--- src/rtl/edu_round_ctrl_pkg.sv ---
// Shared constants and state encoding for the edu_cell round sequencer.
package edu_round_ctrl_pkg;

    localparam int EDUCTRL_NUM_TKROW    = 8;
    localparam int EDUCTRL_TKROWADDR_BW = 3;
    localparam int EDUCTRL_SPIKE_TMO    = 16;

    typedef enum logic [2:0] {
        EDUCTRL_IDLE    = 3'd0,
        EDUCTRL_WAITBUF = 3'd1,
        EDUCTRL_ESMWR   = 3'd2,
        EDUCTRL_INIT    = 3'd3,
        EDUCTRL_SHIFT   = 3'd4,
        EDUCTRL_MATCH   = 3'd5,
        EDUCTRL_CLEAR   = 3'd6,
        EDUCTRL_FINISH  = 3'd7
    } educ_state_t;

endpackage

--- src/rtl/edu_round_ctrl_if.sv ---
// Round-control bundle between the EDU top / cell array and the round sequencer.
interface edu_round_ctrl_if #(
    parameter int TKROW_BW = 3
);
    logic                round_start;
    logic                round_zero;
    logic                round_last;
    logic                all_aqmeasbuf_valid;
    logic                any_tokenmatch;
    logic                any_errormatch;
    logic                any_measmatch;
    logic                set_first_aqmeas;
    logic                wr_zeroesm;
    logic                pop_aqmeasbuf;
    logic                rst_cellstate;
    logic                shift_token;
    logic                token_finish;
    logic                token_in;
    logic                flag_in;
    logic                global_tokenmatch;
    logic                global_errormatch;
    logic                global_measmatch;
    logic                set_measerr_flag;
    logic                set_last_measerr_flag;
    logic                apply_aqmeas_flip;
    logic [TKROW_BW-1:0] curr_rowidx;
    logic                busy;
    logic                round_done;
    logic                tmo_err;

    modport master (
        input  round_start, round_zero, round_last, all_aqmeasbuf_valid,
               any_tokenmatch, any_errormatch, any_measmatch,
        output set_first_aqmeas, wr_zeroesm, pop_aqmeasbuf, rst_cellstate,
               shift_token, token_finish, token_in, flag_in,
               global_tokenmatch, global_errormatch, global_measmatch,
               set_measerr_flag, set_last_measerr_flag, apply_aqmeas_flip,
               curr_rowidx, busy, round_done, tmo_err
    );

    modport slave (
        output round_start, round_zero, round_last, all_aqmeasbuf_valid,
               any_tokenmatch, any_errormatch, any_measmatch,
        input  set_first_aqmeas, wr_zeroesm, pop_aqmeasbuf, rst_cellstate,
               shift_token, token_finish, token_in, flag_in,
               global_tokenmatch, global_errormatch, global_measmatch,
               set_measerr_flag, set_last_measerr_flag, apply_aqmeas_flip,
               curr_rowidx, busy, round_done, tmo_err
    );
endinterface

--- src/rtl/edu_round_ctrl_match.sv ---
// Spike-phase timer: counts MATCH cycles and flags when the wait reaches SPIKE_TMO.
module edu_match_timer #(
    parameter int SPIKE_TMO = 16,
    parameter int TMO_BW    = $clog2(SPIKE_TMO + 1)
) (
    input  logic clk,
    input  logic rst_n,
    input  logic clear,
    input  logic en,
    output logic tmo
);
    logic [TMO_BW-1:0] count;

    assign tmo = (count == TMO_BW'(SPIKE_TMO));

    // Saturates at the terminal value so a held MATCH cannot wrap the compare.
    always_ff @(posedge clk or negedge rst_n) begin
        if (!rst_n) begin
            count <= '0;
        end else if (clear) begin
            count <= '0;
        end else if (en && !tmo) begin
            count <= count + TMO_BW'(1);
        end
    end
endmodule

--- src/rtl/edu_round_ctrl.sv ---
// Round sequencer for the edu_cell array: buffer pop / zero-ESM, token sweep, spike handling.
module edu_round_ctrl
    import edu_round_ctrl_pkg::*;
#(
    parameter int NUM_TKROW = EDUCTRL_NUM_TKROW,
    parameter int TKROW_BW  = EDUCTRL_TKROWADDR_BW,
    parameter int SPIKE_TMO = EDUCTRL_SPIKE_TMO,
    parameter int TMO_BW    = $clog2(SPIKE_TMO + 1)
) (
    input logic               clk,
    input logic               rst_n,
    edu_round_ctrl_if.master  bus
);
    localparam logic [TKROW_BW-1:0] LAST_ROW = TKROW_BW'(NUM_TKROW - 1);

    educ_state_t         state, state_next;
    logic [TKROW_BW-1:0] rowidx;
    logic                last_round;
    logic                tmo_err;
    logic                tmo_hit;

    edu_match_timer #(
        .SPIKE_TMO (SPIKE_TMO),
        .TMO_BW    (TMO_BW)
    ) u_timer (
        .clk   (clk),
        .rst_n (rst_n),
        .clear (state == EDUCTRL_SHIFT),
        .en    (state == EDUCTRL_MATCH),
        .tmo   (tmo_hit)
    );

    always_ff @(posedge clk or negedge rst_n) begin
        if (!rst_n) begin
            state      <= EDUCTRL_IDLE;
            rowidx     <= '0;
            last_round <= 1'b0;
            tmo_err    <= 1'b0;
        end else begin
            state <= state_next;
            case (state)
                EDUCTRL_IDLE: begin
                    if (bus.round_start) begin
                        last_round <= bus.round_last;
                        tmo_err    <= 1'b0;
                    end
                end
                EDUCTRL_INIT:   rowidx <= '0;
                EDUCTRL_SHIFT: begin
                    if (!bus.any_tokenmatch && rowidx != LAST_ROW)
                        rowidx <= rowidx + TKROW_BW'(1);
                end
                EDUCTRL_MATCH: begin
                    if (!bus.any_errormatch && !bus.any_measmatch && tmo_hit)
                        tmo_err <= 1'b1;
                end
                EDUCTRL_FINISH: rowidx <= '0;
                default: ;
            endcase
        end
    end

    always_comb begin
        state_next                = state;
        bus.set_first_aqmeas      = 1'b0;
        bus.wr_zeroesm            = 1'b0;
        bus.pop_aqmeasbuf         = 1'b0;
        bus.rst_cellstate         = 1'b0;
        bus.shift_token           = 1'b0;
        bus.token_finish          = 1'b0;
        bus.token_in              = 1'b0;
        bus.flag_in               = 1'b0;
        bus.global_tokenmatch     = 1'b0;
        bus.global_errormatch     = 1'b0;
        bus.global_measmatch      = 1'b0;
        bus.set_measerr_flag      = 1'b0;
        bus.set_last_measerr_flag = 1'b0;
        bus.apply_aqmeas_flip     = 1'b0;
        bus.round_done            = 1'b0;
        case (state)
            EDUCTRL_IDLE: begin
                if (bus.round_start)
                    state_next = bus.round_zero ? EDUCTRL_ESMWR : EDUCTRL_WAITBUF;
            end
            EDUCTRL_WAITBUF: begin
                if (bus.all_aqmeasbuf_valid) begin
                    bus.pop_aqmeasbuf = 1'b1;
                    state_next        = EDUCTRL_INIT;
                end
            end
            EDUCTRL_ESMWR: begin
                bus.wr_zeroesm = 1'b1;
                state_next     = EDUCTRL_INIT;
            end
            EDUCTRL_INIT: begin
                bus.rst_cellstate = 1'b1;
                bus.token_in      = 1'b1;
                bus.shift_token   = 1'b1;
                state_next        = EDUCTRL_SHIFT;
            end
            EDUCTRL_SHIFT: begin
                if (bus.any_tokenmatch) begin
                    bus.global_tokenmatch = 1'b1;
                    state_next            = EDUCTRL_MATCH;
                end else if (rowidx == LAST_ROW) begin
                    state_next = EDUCTRL_FINISH;
                end else begin
                    bus.shift_token = 1'b1;
                end
            end
            EDUCTRL_MATCH: begin
                // Error response wins over measurement response, which wins over timeout.
                if (bus.any_errormatch) begin
                    bus.global_errormatch = 1'b1;
                    state_next            = EDUCTRL_CLEAR;
                end else if (bus.any_measmatch) begin
                    bus.global_measmatch      = 1'b1;
                    bus.set_measerr_flag      = 1'b1;
                    bus.set_last_measerr_flag = last_round;
                    state_next                = EDUCTRL_CLEAR;
                end else if (tmo_hit) begin
                    state_next = EDUCTRL_CLEAR;
                end
            end
            EDUCTRL_CLEAR: begin
                bus.rst_cellstate = 1'b1;
                state_next        = EDUCTRL_SHIFT;
            end
            EDUCTRL_FINISH: begin
                bus.token_finish      = 1'b1;
                bus.round_done        = 1'b1;
                bus.apply_aqmeas_flip = last_round;
                bus.set_first_aqmeas  = last_round;
                state_next            = EDUCTRL_IDLE;
            end
            default: state_next = EDUCTRL_IDLE;
        endcase
    end

    assign bus.curr_rowidx = rowidx;
    assign bus.busy        = (state != EDUCTRL_IDLE);
    assign bus.tmo_err     = tmo_err;
endmodule

--- src/flat_wrapper.sv ---
// flat-port wrapper written by rule: the top's interface ports become plain ports
module edu_round_ctrl_flat import edu_round_ctrl_pkg::*;
#(
    parameter int NUM_TKROW = EDUCTRL_NUM_TKROW,
    parameter int TKROW_BW  = EDUCTRL_TKROWADDR_BW,
    parameter int SPIKE_TMO = EDUCTRL_SPIKE_TMO,
    parameter int TMO_BW    = $clog2(SPIKE_TMO + 1)
)
  (clk, rst_n, bus_round_start, bus_round_zero, bus_round_last, bus_all_aqmeasbuf_valid, bus_any_tokenmatch, bus_any_errormatch, bus_any_measmatch, bus_set_first_aqmeas, bus_wr_zeroesm, bus_pop_aqmeasbuf, bus_rst_cellstate, bus_shift_token, bus_token_finish, bus_token_in, bus_flag_in, bus_global_tokenmatch, bus_global_errormatch, bus_global_measmatch, bus_set_measerr_flag, bus_set_last_measerr_flag, bus_apply_aqmeas_flip, bus_curr_rowidx, bus_busy, bus_round_done, bus_tmo_err);
  edu_round_ctrl_if #(.TKROW_BW(TKROW_BW)) bus_i ();
  input logic clk;
  input logic rst_n;
  input wire logic [$bits(bus_i.round_start)-1:0] bus_round_start;
  input wire logic [$bits(bus_i.round_zero)-1:0] bus_round_zero;
  input wire logic [$bits(bus_i.round_last)-1:0] bus_round_last;
  input wire logic [$bits(bus_i.all_aqmeasbuf_valid)-1:0] bus_all_aqmeasbuf_valid;
  input wire logic [$bits(bus_i.any_tokenmatch)-1:0] bus_any_tokenmatch;
  input wire logic [$bits(bus_i.any_errormatch)-1:0] bus_any_errormatch;
  input wire logic [$bits(bus_i.any_measmatch)-1:0] bus_any_measmatch;
  output wire logic [$bits(bus_i.set_first_aqmeas)-1:0] bus_set_first_aqmeas;
  output wire logic [$bits(bus_i.wr_zeroesm)-1:0] bus_wr_zeroesm;
  output wire logic [$bits(bus_i.pop_aqmeasbuf)-1:0] bus_pop_aqmeasbuf;
  output wire logic [$bits(bus_i.rst_cellstate)-1:0] bus_rst_cellstate;
  output wire logic [$bits(bus_i.shift_token)-1:0] bus_shift_token;
  output wire logic [$bits(bus_i.token_finish)-1:0] bus_token_finish;
  output wire logic [$bits(bus_i.token_in)-1:0] bus_token_in;
  output wire logic [$bits(bus_i.flag_in)-1:0] bus_flag_in;
  output wire logic [$bits(bus_i.global_tokenmatch)-1:0] bus_global_tokenmatch;
  output wire logic [$bits(bus_i.global_errormatch)-1:0] bus_global_errormatch;
  output wire logic [$bits(bus_i.global_measmatch)-1:0] bus_global_measmatch;
  output wire logic [$bits(bus_i.set_measerr_flag)-1:0] bus_set_measerr_flag;
  output wire logic [$bits(bus_i.set_last_measerr_flag)-1:0] bus_set_last_measerr_flag;
  output wire logic [$bits(bus_i.apply_aqmeas_flip)-1:0] bus_apply_aqmeas_flip;
  output wire logic [$bits(bus_i.curr_rowidx)-1:0] bus_curr_rowidx;
  output wire logic [$bits(bus_i.busy)-1:0] bus_busy;
  output wire logic [$bits(bus_i.round_done)-1:0] bus_round_done;
  output wire logic [$bits(bus_i.tmo_err)-1:0] bus_tmo_err;
  assign bus_i.round_start = bus_round_start;
  assign bus_i.round_zero = bus_round_zero;
  assign bus_i.round_last = bus_round_last;
  assign bus_i.all_aqmeasbuf_valid = bus_all_aqmeasbuf_valid;
  assign bus_i.any_tokenmatch = bus_any_tokenmatch;
  assign bus_i.any_errormatch = bus_any_errormatch;
  assign bus_i.any_measmatch = bus_any_measmatch;
  assign bus_set_first_aqmeas = bus_i.set_first_aqmeas;
  assign bus_wr_zeroesm = bus_i.wr_zeroesm;
  assign bus_pop_aqmeasbuf = bus_i.pop_aqmeasbuf;
  assign bus_rst_cellstate = bus_i.rst_cellstate;
  assign bus_shift_token = bus_i.shift_token;
  assign bus_token_finish = bus_i.token_finish;
  assign bus_token_in = bus_i.token_in;
  assign bus_flag_in = bus_i.flag_in;
  assign bus_global_tokenmatch = bus_i.global_tokenmatch;
  assign bus_global_errormatch = bus_i.global_errormatch;
  assign bus_global_measmatch = bus_i.global_measmatch;
  assign bus_set_measerr_flag = bus_i.set_measerr_flag;
  assign bus_set_last_measerr_flag = bus_i.set_last_measerr_flag;
  assign bus_apply_aqmeas_flip = bus_i.apply_aqmeas_flip;
  assign bus_curr_rowidx = bus_i.curr_rowidx;
  assign bus_busy = bus_i.busy;
  assign bus_round_done = bus_i.round_done;
  assign bus_tmo_err = bus_i.tmo_err;
  edu_round_ctrl #(.NUM_TKROW(NUM_TKROW), .TKROW_BW(TKROW_BW), .SPIKE_TMO(SPIKE_TMO), .TMO_BW(TMO_BW)) u_core (.clk(clk), .rst_n(rst_n), .bus(bus_i));
endmodule
--- config.mk ---
export PLATFORM = sky130hd
export DESIGN_NAME = edu_round_ctrl_flat
export DESIGN_NICKNAME = d
export VERILOG_FILES = /design/src/rtl/edu_round_ctrl_pkg.sv /design/src/rtl/edu_round_ctrl_if.sv /design/src/rtl/edu_round_ctrl_match.sv /design/src/rtl/edu_round_ctrl.sv /design/src/flat_wrapper.sv
export SDC_FILE = /design/constraint.sdc
export NUM_CORES = 1
export LEC_CHECK = 0
export ABC_CLOCK_PERIOD_IN_PS = 1350
export CAP_MARGIN = 20
export CORE_ASPECT_RATIO = 1.75
export CORE_UTILIZATION = 32
export DETAILED_ROUTE_END_ITERATION = 8
export PLACE_DENSITY = 0.63
export SLEW_MARGIN = 20
export SYNTH_ARGS = -nofsm -noshare
export SYNTH_HDL_FRONTEND = slang
export SYNTH_SLANG_ARGS = --single-unit
--- constraint.sdc ---
create_clock -name clk -period 1.35 [get_ports clk]
set_input_delay 0.2025 -clock clk [delete_from_list [all_inputs] [get_ports clk]]
set_output_delay 0.2025 -clock clk [all_outputs]
set_load 0.05 [all_outputs]
# Word-level counts from Yosys, hierarchy flattened
# Cells that the tools add are included.
# classes
add_sub_neg	2
n_reduce_logical	19
n_eq_ne	16
mux	36
# op_table
operator	count
$mux W3	8
$mux W1	21
$pmux W3 S7	1
$eq A3 B3 Y1 const B	5
$mux W5	2
$eq A3 B2 Y1 const B	2
$pmux W3 S2	1
$reduce_bool A2 Y1	3
$add A5 B1 Y5 const B	1
$eq A5 B5 Y1 const B	1
$logic_and A1 B1 Y1	4
$logic_not A1 Y1	4
$ne A2 B1 Y1 const B	2
$ne A2 B2 Y1 const B	2
$ne A4 B3 Y1 const B	1
$pmux W1 S2	2
$reduce_and A2 Y1	2
$reduce_and A4 Y1	1
$reduce_or A2 Y1	2
$add A3 B1 Y3 const B	1
$eq A3 B1 Y1 const B	1
$logic_not A3 Y1	1
$ne A3 B2 Y1 const B	1
$ne A3 B3 Y1 const B	1
3 further kinds	3
# totals
output_inout_bits	20
input_bits	9
regBits	13

# Longest topological paths before layout
# Gate-level depths: netlist (run 1).
# depth
word_depth	5
depth_mapped	5

# By module
# From an unflattened synthesis (run 1), not the netlist that was laid out.
# unflattened
cells_unflattened	92
area_unflattened_um2	840.8
# modules_own_cells
module	n_inst	cells_per_inst	seq_area_each_um2	area_each_um2
edu_round_ctrl	1	65	200.2	560.5
edu_match_timer	1	27	125.1	280.3

# Worst setup path before layout (run 1)
# Ideal clock, no wire load.
# synth_timing
path_type	register to output
startpoint	reg u_core.state[0]
endpoint	out bus_set_first_aqmeas
path_slack_ps	-819
path_stages_with_launch	6
path_buffers	3
t_arrival_ps	1966
cell_sequence	dfrtp_1 > buf_2 > buf_2 > and3_1 > and2_1 > buf_4
# synth_via
elab_chain_cells	2
# synth_rtl
item	line	source
start: declaration	edu_round_ctrl.sv:16	educ_state_t state, state_next;
start signal: assignment	edu_round_ctrl.sv:40	state <= state_next;
$eq A3 B3 Y1	n/a	
$mux W1	n/a	
end: declaration	flat_wrapper.sv:20	output wire logic [$bits(bus_i.set_first_aqmeas)-1:0] bus_set_first_aqmeas;
# No other way between the ends.

# Worst setup path after layout (run 1)
# layout_timing
startpoint	reg u_core.rowidx[1] (netlist: u_core.bus.curr_rowidx[1])
endpoint	out bus_shift_token
# layout_via
elab_chain_cells	4
# layout_rtl
item	line	source
start: declaration	edu_round_ctrl.sv:17	logic [TKROW_BW-1:0] rowidx;
start signal: assignment	edu_round_ctrl.sv:51	rowidx <= rowidx + TKROW_BW'(1);
$eq A3 B3 Y1	edu_round_ctrl.sv:105	end else if (rowidx == LAST_ROW) begin
$mux W1	edu_round_ctrl.sv:105	
$mux W1	edu_round_ctrl.sv:102	if (bus.any_tokenmatch) begin
$pmux W1 S2	edu_round_ctrl.sv:80	case (state)
end: declaration	flat_wrapper.sv:24	output wire logic [$bits(bus_i.shift_token)-1:0] bus_shift_token;
# No other way between the ends.

==> results by group, run 1 <==
Floorplan
  • # rows: 24
  • Core ar.: 2552 sq um
  • Die outline height: 71.41 um
  • Ports: 29
  • Die area: 2975 sq um
  • Starting Density: 34.51%
  • Die X: 41.66 um

Logic synthesis
  • Syn Inst Count: 99
  • Post-synth top area share: 36.93%
  • Area contributors post-synth: dfrtp_1 37%, ha_1 5.7%, nand2_1 4.7%
  • Synthesis warning total: 0
  • Sequential area share after synthesis: 36.93%
  • Post-synth top cells: 13 x dfrtp_1, 11 x nand2_1, 8 x nand3_1, 7 x nor2_1, 5 x buf_2
  • Most instantiated library cell after synthesis: dfrtp_1
  • Post-synth EDFFs: 0
  • Largest area contributor in the netlist: dfrtp_1
  • Ys async rst share: 100.0%
  • Prevailing post-synth register cell: dfrtp_1
  • Mean Syn Cell Area: 8.897 sq um
  • Syn nets: 112
  • Library cells used by synthesis: 34
  • Synth Register Bits: 13
  • Post-Syn Area: 880.8 sq um

Flow run
  • Max cap viols: 0

Clocking
  • CTS Sinks: 13
  • Clock Tree Root: clkbuf_8
  • CTS Buffer Depth: 2
  • Total CTS buffers: 3
  • CTS tree: done
  • Skew-Pair Late Insertion Delay: 0.25 ns
  • CTS Hold Bufs: 0
  • H-tree levels: 1
  • Clock slew at the register clock pins of the worst setup and hold paths: 0.06 ns

Detailed routing
  • Vias/cell: 5.309
  • WL/cell: 17.26 um
  • Via count: 1030
  • WL met3: 130 um
  • Residual DRC count: 0
  • Iteration-0 DRC Markers: 11
  • Antenna-violating nets left: 0
  • Routed WL: 3.349 mm
  • Routed met1 length: 1.250 mm
  • Routed wl met2: 1.878 mm
  • Top sig layer: met4
  • DR pass1 iterations: 4

Power
  • Final Power: 0.004866 W
  • P per Cell Area: 2408 nW/um^2
  • Leakage: 0.9203 nW
  • Worst VDD drop: 1.647 mV

Placement
  • IO buf count: 27
  • Post-DP HPWL: 1.903 mm
  • Cells after DPL: 171
  • Area after DPL: 1643 sq um
  • Routability Congestion: 0.7495

Critical path
  • Crit path max fanout: 2
  • Critical path startpoint category: flip-flop
  • CP Capture Type: output pin
  • Req. time, crit path: 1.15 ns
  • Critical path class: reg -> out
  • Worst path arrival time: 1.54 ns
  • Reg2Reg Depth: 6

Timing
  • Final Hold Vio Count: 0
  • Worst setup margin: -0.3918 ns
  • RSZ-0062 raised after global routing: yes
  • Worst clock skew: 0.002603 ns
  • Post-route minimum period: 1.742 ns
  • Slew Viols, Final: 0
  • FMAX: 0.5741 GHz
  • Tcrit/Tclk final: 129.0%
  • Final setup fails: 23

Cells and area
  • Finished Cell Area: 2021 sq um
  • Layout filler cell count: 160
  • Share of layout cells above drive strength 1: 63.10%
  • Fin util: 79.17%
  • Final cell count without fillers: 194
  • Antenna Cells: 0
  • Area grow syn2layout: 129.4%
  • # nets final: 182

GRT
  • All-Layer GR Usage: 22.64%
  • Initial antenna violation count: 0
  • Largest net degree at the start of global routing: 14
  • Vias in the first global route: 1132
  • GR Overflow Total: 0
  • First-pass GRT wire length: 5.216 mm

Outcome
  • Outcome: finished with violations
  • Failing checks: negative setup slack

Worst hold path
  • Min-delay worst type: in -> async
cells by family after synthesis:
group	count (synthesis)	share of synthesized area (%)
buf+inv	14	8.379
other cells	1	0.4257
flops	13	36.93
compound gates	12	10.51
simple gates	50	32.53
fa+ha+maj	4	5.682
mux	3	3.551
xor+xnor	2	1.989
worst paths after layout:
| check | slack (ns) | end | from |
|---|---|---|---|
| worst max-delay path | -0.39 | bus_shift_token | u_core.bus.curr_rowidx[1] |
| max in group asynchronous | 0.89 | u_core.bus.curr_rowidx[0] | rst_n |
| worst max register to register | -0.16 | u_core.last_round | u_core.state[0] |
| worst min-delay path | 0.26 | u_core.u_timer.count[2] | rst_n |
| worst min register to register | 0.56 | u_core.last_round | u_core.last_round |
| min in group clk | 0.56 | u_core.last_round | u_core.last_round |
per-layer routing:
| layer | vias to the layer above | global-route usage (%) |
|---|---|---|
| met3 | 8 | 1.763 |
| met4 | 0 | 9.677 |
| met5 | - | 0 |
| met2 | 38 | 44.10 |
| li1 | 483 | - |
| met1 | 501 | 23.92 |
report_power, final:
part | switching (W) | internal [W] | leakage [nW]
Sequential | 0.000124 | 0.000537 | 0.165
Clock | 0.000156 | 0.000209 | 0.0228
Combinational | 0.00180 | 0.00204 | 0.733
Total | 0.00208 | 0.00279 | 0.920
area by class of cell:
type                    count  area (sq um)  area share (%)
repair buffers             75         920.9           45.57
multi-input cells          72         679.4           33.62
flip-flops and latches     13         327.8           16.22
clock buffers               4         45.04           2.229
well taps                  26         32.53           1.610
inverters                   4         15.01          0.7430
flip-flops by register name, summed over array words and instances (netlist names):
| name | count |
|---|---|
| u_core.bus.curr_rowidx | 3 |
| u_core.state | 3 |
| u_core.u_timer.count | 5 |
| u_core.bus.tmo_err | 1 |
| u_core.last_round | 1 |
worst max-delay path: stages (launching register included):
cell     delay, ns
dfrtp_2       0.42
ha_4          0.17
ha_4          0.16
nor3_4        0.13
and2_4        0.17
or2_4         0.12
buf_12        0.13
per-stage QoR:
stage	hold slack, ns	setup TNS, ns	setup WS (ns)
after floorplan	-0.09309	-1.170	-0.3215
after global placement	0.5112	-0.6904	-0.1661
after detailed placement	0.5186	-0.9093	-0.1819
after CTS	0.2655	-3.860	-0.3908
after global routing	0.2984	-5.163	-0.4434
final	0.2601	-4.059	-0.3918
layout by cell type, fill, tap and decap left out, types with 4 or more instances in the layout:
| master | count |
|---|---|
| buf_4 | 28 |
| ha_4 | 4 |
| buf_6 | 16 |
| dfrtp_1 | 11 |
| nor2_1 | 5 |
| and2_4 | 4 |
| clkdlybuf4s50_1 | 8 |
| nand2_1 | 8 |
| buf_12 | 21 |
| nand3_1 | 8 |
repair_timing:
action	4_1_cts	5_1_grt
hold endpoints to repair	0	0
pin swaps	11	10
gates resized for setup	31	15
setup buffers	40	8
endpoints found under the setup margin	25	27
gates cloned	0	0
Power figures use the tool's default switching activity.
==> inputs of run 2 (changes only) <==
==> constraint.sdc (replaced) <==
create_clock -name clk -period 1.35 [get_ports clk]
set_input_delay 0.135 -clock clk [delete_from_list [all_inputs] [get_ports clk]]
set_output_delay 0.135 -clock clk [all_outputs]
set_load 0.05 [all_outputs]
==> results by group, run 2 (synthesis gave the netlist of run 1 again) <==
Outcome
  • Outcome: finished with violations
  • Failing checks: negative setup slack

Detailed routing
  • Routed WL: 3.328 mm (-0.63%)
  • DR pass1 iterations: 4 (unchanged)
  • Antenna-violating nets left: 0 (unchanged)
  • Via count: 1022 (-0.78%)
  • Vias/cell: 5.268 (-0.78%)
  • Iteration-0 DRC Markers: 49 (+38)
  • WL/cell: 17.15 um (-0.63%)
  • Residual DRC count: 0 (unchanged)

Cells and area
  • Finished Cell Area: 2014 sq um (-0.31%)
  • Largest Register: u_core.u_timer.count
  • Layout filler cell count: 140 (-13%)
  • Commonest cells after routing, fill and taps aside: 31 x buf_4, 20 x buf_12, 15 x buf_6
  • Share of layout cells above drive strength 1: 65.48% (+2.4 points)
  • Area grow syn2layout: 128.7%
  • Most common cell after layout, fill and taps aside: buf_4
  • Final cell count without fillers: 194 (unchanged)
  • Antenna Cells: 0 (unchanged)
  • # nets final: 182 (unchanged)
  • Number of flip-flops in the largest register: 5 (unchanged)

Timing
  • Final Hold Vio Count: 0 (unchanged)
  • Final hold slack: 0.1922 ns (-0.06792 ns)
  • Worst setup margin: -0.3092 ns (+0.08264 ns)
  • Slew Viols, Final: 0 (unchanged)
  • FMAX: 0.6027 GHz (+5.0%)
  • Worst clock skew: 0.006609 ns (+0.004006 ns)
  • Tcrit/Tclk final: 122.9% (-6.1 points)
  • Post-route minimum period: 1.659 ns (-0.08264 ns)
  • RSZ-0062 raised after global routing: yes
  • Final setup fails: 25 (+8.7%)

Power
  • Leakage: 0.9174 nW (-0.32%)
  • Worst VDD drop: 2.022 mV (+23%)
  • Net Sw Power: 0.002098 W (+1.0%)
  • Final Power: 0.004871 W (about the same)
  • Sw Share: 43.07% (+0.40 points)
  • Combinational power share: 78.3% (-0.6 points)
  • Clk pwr share: 7.5% (about the same)
  • Int Power: 0.002773 W (-0.60%)
  • Seq pwr share: 14.2% (+0.6 points)
  • P per Cell Area: 2418 nW/um^2 (+0.41%)

Flow run
  • Max cap viols: 0 (unchanged)

Critical path
  • Crit path max fanout: 2 (unchanged)
  • Worst path arrival time: 1.52 ns (-0.02 ns)
  • Critical path class: reg -> out
  • CP Capture Type: output pin
  • Req. time, crit path: 1.22 ns (+0.07 ns)
  • Critical path startpoint category: flip-flop
  • Reg2reg setup slack: -0.14 ns (+0.02 ns)

GRT
  • First-pass GRT wire length: 5.023 mm (-3.7%)
  • Largest net degree at the start of global routing: 15 (+1)
  • Initial antenna violation count: 0 (unchanged)
  • All-Layer GR Usage: 21.97% (-0.67 points)
  • GR Overflow Total: 0 (unchanged)
  • Vias in the first global route: 1112 (-1.8%)

Floorplan
  • Starting Density: 34.51% (unchanged)
  • Die area: 2975 sq um (unchanged)
  • Ports: 29 (unchanged)
  • Core ar.: 2552 sq um (unchanged)
  • # rows: 24 (unchanged)
  • Die outline height: 71.41 um (unchanged)
  • Die X: 41.66 um (unchanged)

Placement
  • IO buf count: 27 (unchanged)
  • Area after DPL: 1662 sq um (+1.1%)
  • Post-Place Setup Slack: -0.1169 ns (+0.06499 ns)
  • Cells after DPL: 174 (+1.8%)
  • Post-DP HPWL: 1.963 mm (+3.1%)
  • Routability Congestion: 0.7281 (-2.9%)

Clocking
  • Total CTS buffers: 3 (unchanged)
  • Clock Tree Root: clkbuf_8
  • CTS Sinks: 13 (unchanged)
  • CTS Hold Bufs: 0 (unchanged)
  • CTS Buffer Depth: 2 (unchanged)
  • CTS tree: done
  • Skew-Pair Late Insertion Delay: 0.25 ns (about the same)
  • Clock slew at the register clock pins of the worst setup and hold paths: 0.06 ns (about the same)
  • H-tree levels: 1 (unchanged)

Worst hold path
  • Min-delay worst type: in -> async
[run 2: cell types whose count changed in the layout (fill, tap and decap cells not counted), moves of 2 or more]
cell	previous run	this run
nand3_1	8	4
buf_4	28	31
nand3_2	0	4
nand2_1	8	10
[run 2: power groups by stage]
stage	registers [W]	clock network (W)	logic [W]
after floorplan	0.000730	0	0.00146
after global placement	0.000658	0	0.00288
after detailed placement	0.000676	0	0.00294
after CTS	0.000685	0.000361	0.00361
after global routing	0.000703	0.000399	0.00397
final	0.000692	0.000367	0.00381
[run 2: what timing repair did]
item	4_1_cts	5_1_grt
setup endpoints to repair	26	27
gates cloned	0	0
hold endpoints to repair	0	0
setup buffers	25	8
pin swaps	19	9
gates resized for setup	38	11
[run 2: path summary, 6_finish.rpt]
check                      depth (start not counted)                       from                   endpoint
max in group asynchronous                          2                      rst_n  u_core.bus.curr_rowidx[1]
max                                                6  u_core.bus.curr_rowidx[1]            bus_shift_token
max reg2reg                                        6            u_core.state[1]            u_core.state[0]
min in group clk                                   2             bus_round_last          u_core.last_round
min                                                2                      rst_n  u_core.bus.curr_rowidx[2]
min reg2reg                                        1          u_core.last_round          u_core.last_round
[run 2: stage by stage]
step	TNS [ns]	utilization (%)
global placement	-0.3770	65.10
global route	-4.430	78.92
detailed placement	-0.7380	65.10
CTS	-2.934	77.35
floorplan	-0.9943	-
finish	-3.487	78.92
[run 2: worst max-delay path, cell delays in order (launching register included)]
cell and delay, ns:
dfrtp_2 0.42, ha_4 0.17, ha_4 0.16, nor3_4 0.12
and2_4 0.16, or2_4 0.11, buf_12 0.12
[run 2: layout make-up]
class                      count  area, sq um  share of cell area [%]
tap                           26        32.53                   1.615
timing repair buffer          75        897.1                   44.53
sequential                    13        329.1                   16.34
clock buffer                   4        45.04                   2.236
inverter                       4        15.01                  0.7453
multi-input combinational     72        695.7                   34.53
[run 2: layer usage]
layer	wire length, um	track usage, %	vias to the layer above
met5	0	0	-
met4	107	11.11	0
met3	127	3.275	11
met2	1855	40.28	43
met1	1238	23.79	486
li1	-	-	482
==> inputs of run 3 (changes only) <==
--- a/config.mk
+++ b/config.mk
@@ -10,7 +10,7 @@
 export CORE_ASPECT_RATIO = 1.75
 export CORE_UTILIZATION = 32
 export DETAILED_ROUTE_END_ITERATION = 8
-export PLACE_DENSITY = 0.63
+export PLACE_DENSITY = 0.65
 export SLEW_MARGIN = 20
 export SYNTH_ARGS = -nofsm -noshare
 export SYNTH_HDL_FRONTEND = slang
==> results by group, run 3 (synthesis gave the netlist of run 1 again) <==
Clocking
  • Clock slew at the register clock pins of the worst setup and hold paths: 0.06 ns (about the same)
  • CTS Hold Bufs: 0 (unchanged)
  • Clock Tree Root: clkbuf_8
  • Skew-Pair Late Insertion Delay: 0.25 ns (about the same)
  • CTS Buffer Depth: 2 (unchanged)
  • H-tree levels: 1 (unchanged)
  • CTS tree: done
  • CTS Sinks: 13 (unchanged)
  • Total CTS buffers: 3 (unchanged)

Placement
  • Post-DP HPWL: 1.911 mm (-2.6%)
  • Post-Place Setup Slack: -0.1216 ns (-0.004699 ns)
  • Routability Congestion: 0.7342 (+0.84%)
  • Cells after DPL: 168 (-3.4%)
  • Area after DPL: 1629 sq um (-2.0%)
  • IO buf count: 27 (unchanged)

Flow run
  • Max cap viols: 0 (unchanged)

Detailed routing
  • Via count: 1091 (+6.8%)
  • WL met3: 113 um (-11%)
  • Routed met1 length: 1.390 mm (+12%)
  • Routed wl met2: 2.244 mm (+21%)
  • DR pass1 iterations: 4 (unchanged)
  • Vias/cell: 5.428 (+3.0%)
  • Routed WL: 3.866 mm (+16%)
  • WL/cell: 19.23 um (+12%)
  • Residual DRC count: 0 (unchanged)
  • Iteration-0 DRC Markers: 48 (-2.0%)
  • Top sig layer: met4
  • Antenna-violating nets left: 0 (unchanged)

Floorplan
  • Ports: 29 (unchanged)
  • Core ar.: 2552 sq um (unchanged)
  • Die area: 2975 sq um (unchanged)
  • # rows: 24 (unchanged)
  • Die X: 41.66 um (unchanged)
  • Die outline height: 71.41 um (unchanged)
  • Starting Density: 34.51% (unchanged)

Timing
  • RSZ-0062 raised after global routing: yes
  • Worst clock skew: 0.002698 ns (-0.003911 ns)
  • Final setup fails: 25 (unchanged)
  • FMAX: 0.5767 GHz (-4.3%)
  • Final Hold Vio Count: 0 (unchanged)
  • Tcrit/Tclk final: 128.5% (+5.5 points)
  • Worst setup margin: -0.3841 ns (-0.07491 ns)
  • Slew Viols, Final: 0 (unchanged)
  • Post-route minimum period: 1.734 ns (+0.07491 ns)

GRT
  • Initial antenna violation count: 0 (unchanged)
  • Largest net degree at the start of global routing: 14 (-1)
  • Vias in the first global route: 1189 (+6.9%)
  • All-Layer GR Usage: 26.06% (+4.1 points)
  • GR Overflow Total: 0 (unchanged)
  • First-pass GRT wire length: 5.816 mm (+16%)

Cells and area
  • Finished Cell Area: 2133 sq um (+5.9%)
  • Area grow syn2layout: 142.2%
  • Commonest cells after routing, fill and taps aside: 31 x buf_4, 22 x buf_12, 20 x buf_6
  • Final cell count without fillers: 201 (+3.6%)
  • # nets final: 189 (+3.8%)
  • Number of flip-flops in the largest register: 5 (unchanged)
  • Largest Register: u_core.u_timer.count
  • Most common cell after layout, fill and taps aside: buf_4
  • Share of layout cells above drive strength 1: 70.86% (+5.4 points)
  • Antenna Cells: 0 (unchanged)

Power
  • Clk pwr share: 6.9% (-0.6 points)
  • Final Power: 0.005224 W (+7.2%)
  • Sw Share: 42.95% (-0.12 points)
  • Combinational power share: 79.4% (+1.1 points)
  • P per Cell Area: 2449 nW/um^2 (+1.3%)
  • Leakage: 0.9703 nW (+5.8%)
  • Int Power: 0.002980 W (+7.5%)
  • Net Sw Power: 0.002244 W (+6.9%)
  • Worst VDD drop: 1.869 mV (-7.6%)
  • Seq pwr share: 13.6% (-0.6 points)

Critical path
  • CP Capture Type: output pin
  • Req. time, crit path: 1.22 ns (about the same)
  • Critical path class: reg -> out
  • Worst path arrival time: 1.60 ns (+0.08 ns)
  • Crit path max fanout: 2 (unchanged)
  • Critical path startpoint category: flip-flop

Outcome
  • Failing checks: negative setup slack
  • Outcome: finished with violations

Worst hold path
  • Min-delay worst type: in -> async
run 3: changes by cell type in the layout (fill, tap and decap cells not counted), moves of 2 or more:
cell | before | now
buf_12 | 20 | 22
dfrtp_1 | 10 | 8
and3_1 | 2 | 0
and3_4 | 2 | 4
nand2_2 | 0 | 3
buf_6 | 15 | 20
dfrtp_2 | 3 | 5
nand2_1 | 10 | 7
run 3: final timing paths:
path	slack, ns	start	depth (start not counted)	endpoint
worst max register to register	-0.20	u_core.bus.curr_rowidx[0]	7	u_core.bus.curr_rowidx[0]
worst min-delay path	0.19	rst_n	2	u_core.bus.curr_rowidx[1]
max in group asynchronous	0.97	rst_n	2	u_core.state[1]
min in group clk	0.52	bus_round_last	2	u_core.last_round
worst min register to register	0.57	u_core.u_timer.count[4]	2	u_core.u_timer.count[4]
worst max-delay path	-0.38	u_core.bus.curr_rowidx[0]	6	bus_shift_token
run 3: critical path, cell delays in order, from the launching register on:
cell     delay [ns]
dfrtp_2        0.43
ha_4           0.17
ha_4           0.16
nor3_4         0.17
and2_4         0.18
or2_4          0.12
buf_12         0.13
run 3: layout make-up:
cell class	instances	area [sq um]
tap	26	32.53
sequential	13	331.6
fill	122	419.2
clock buffer	4	45.04
inverter	4	15.01
multi-input combinational	72	715.7
timing repair buffer	82	993.5
run 3: power groups by stage:
stage	Clock (W)	Combinational, W	Sequential (W)
floorplan	0	0.00146	0.000730
global placement	0	0.00279	0.000650
detailed placement	0	0.00286	0.000662
CTS	0.000362	0.00387	0.000686
global route	0.000380	0.00433	0.000720
finish	0.000361	0.00415	0.000713
run 3: what timing repair did:
| action | 4_1_cts | 5_1_grt |
|---|---|---|
| pin swaps | 18 | 14 |
| buffers inserted | 23 | 7 |
| gates resized for setup | 43 | 17 |
| setup endpoints to repair | 25 | 26 |
| cloned | 2 | 0 |
run 3: metrics by stage:
step / setup TNS (ns) / utilization (%) / hold slack (ns)
after floorplan: -0.9943 / - / -0.1606
after global placement: -0.4040 / 63.82 / 0.4565
after detailed placement: -0.6741 / 63.82 / 0.4590
after CTS: -2.585 / 80.88 / 0.1964
after global routing: -4.446 / 83.58 / 0.2174
final: -3.707 / 83.58 / 0.1946
run 3: metal layers:
metal | up-vias | global-route usage, %
met1 | 550 | 26.33
met3 | 13 | 2.771
met4 | 0 | 11.83
met5 | - | 0
met2 | 32 | 51.22
li1 | 496 | -
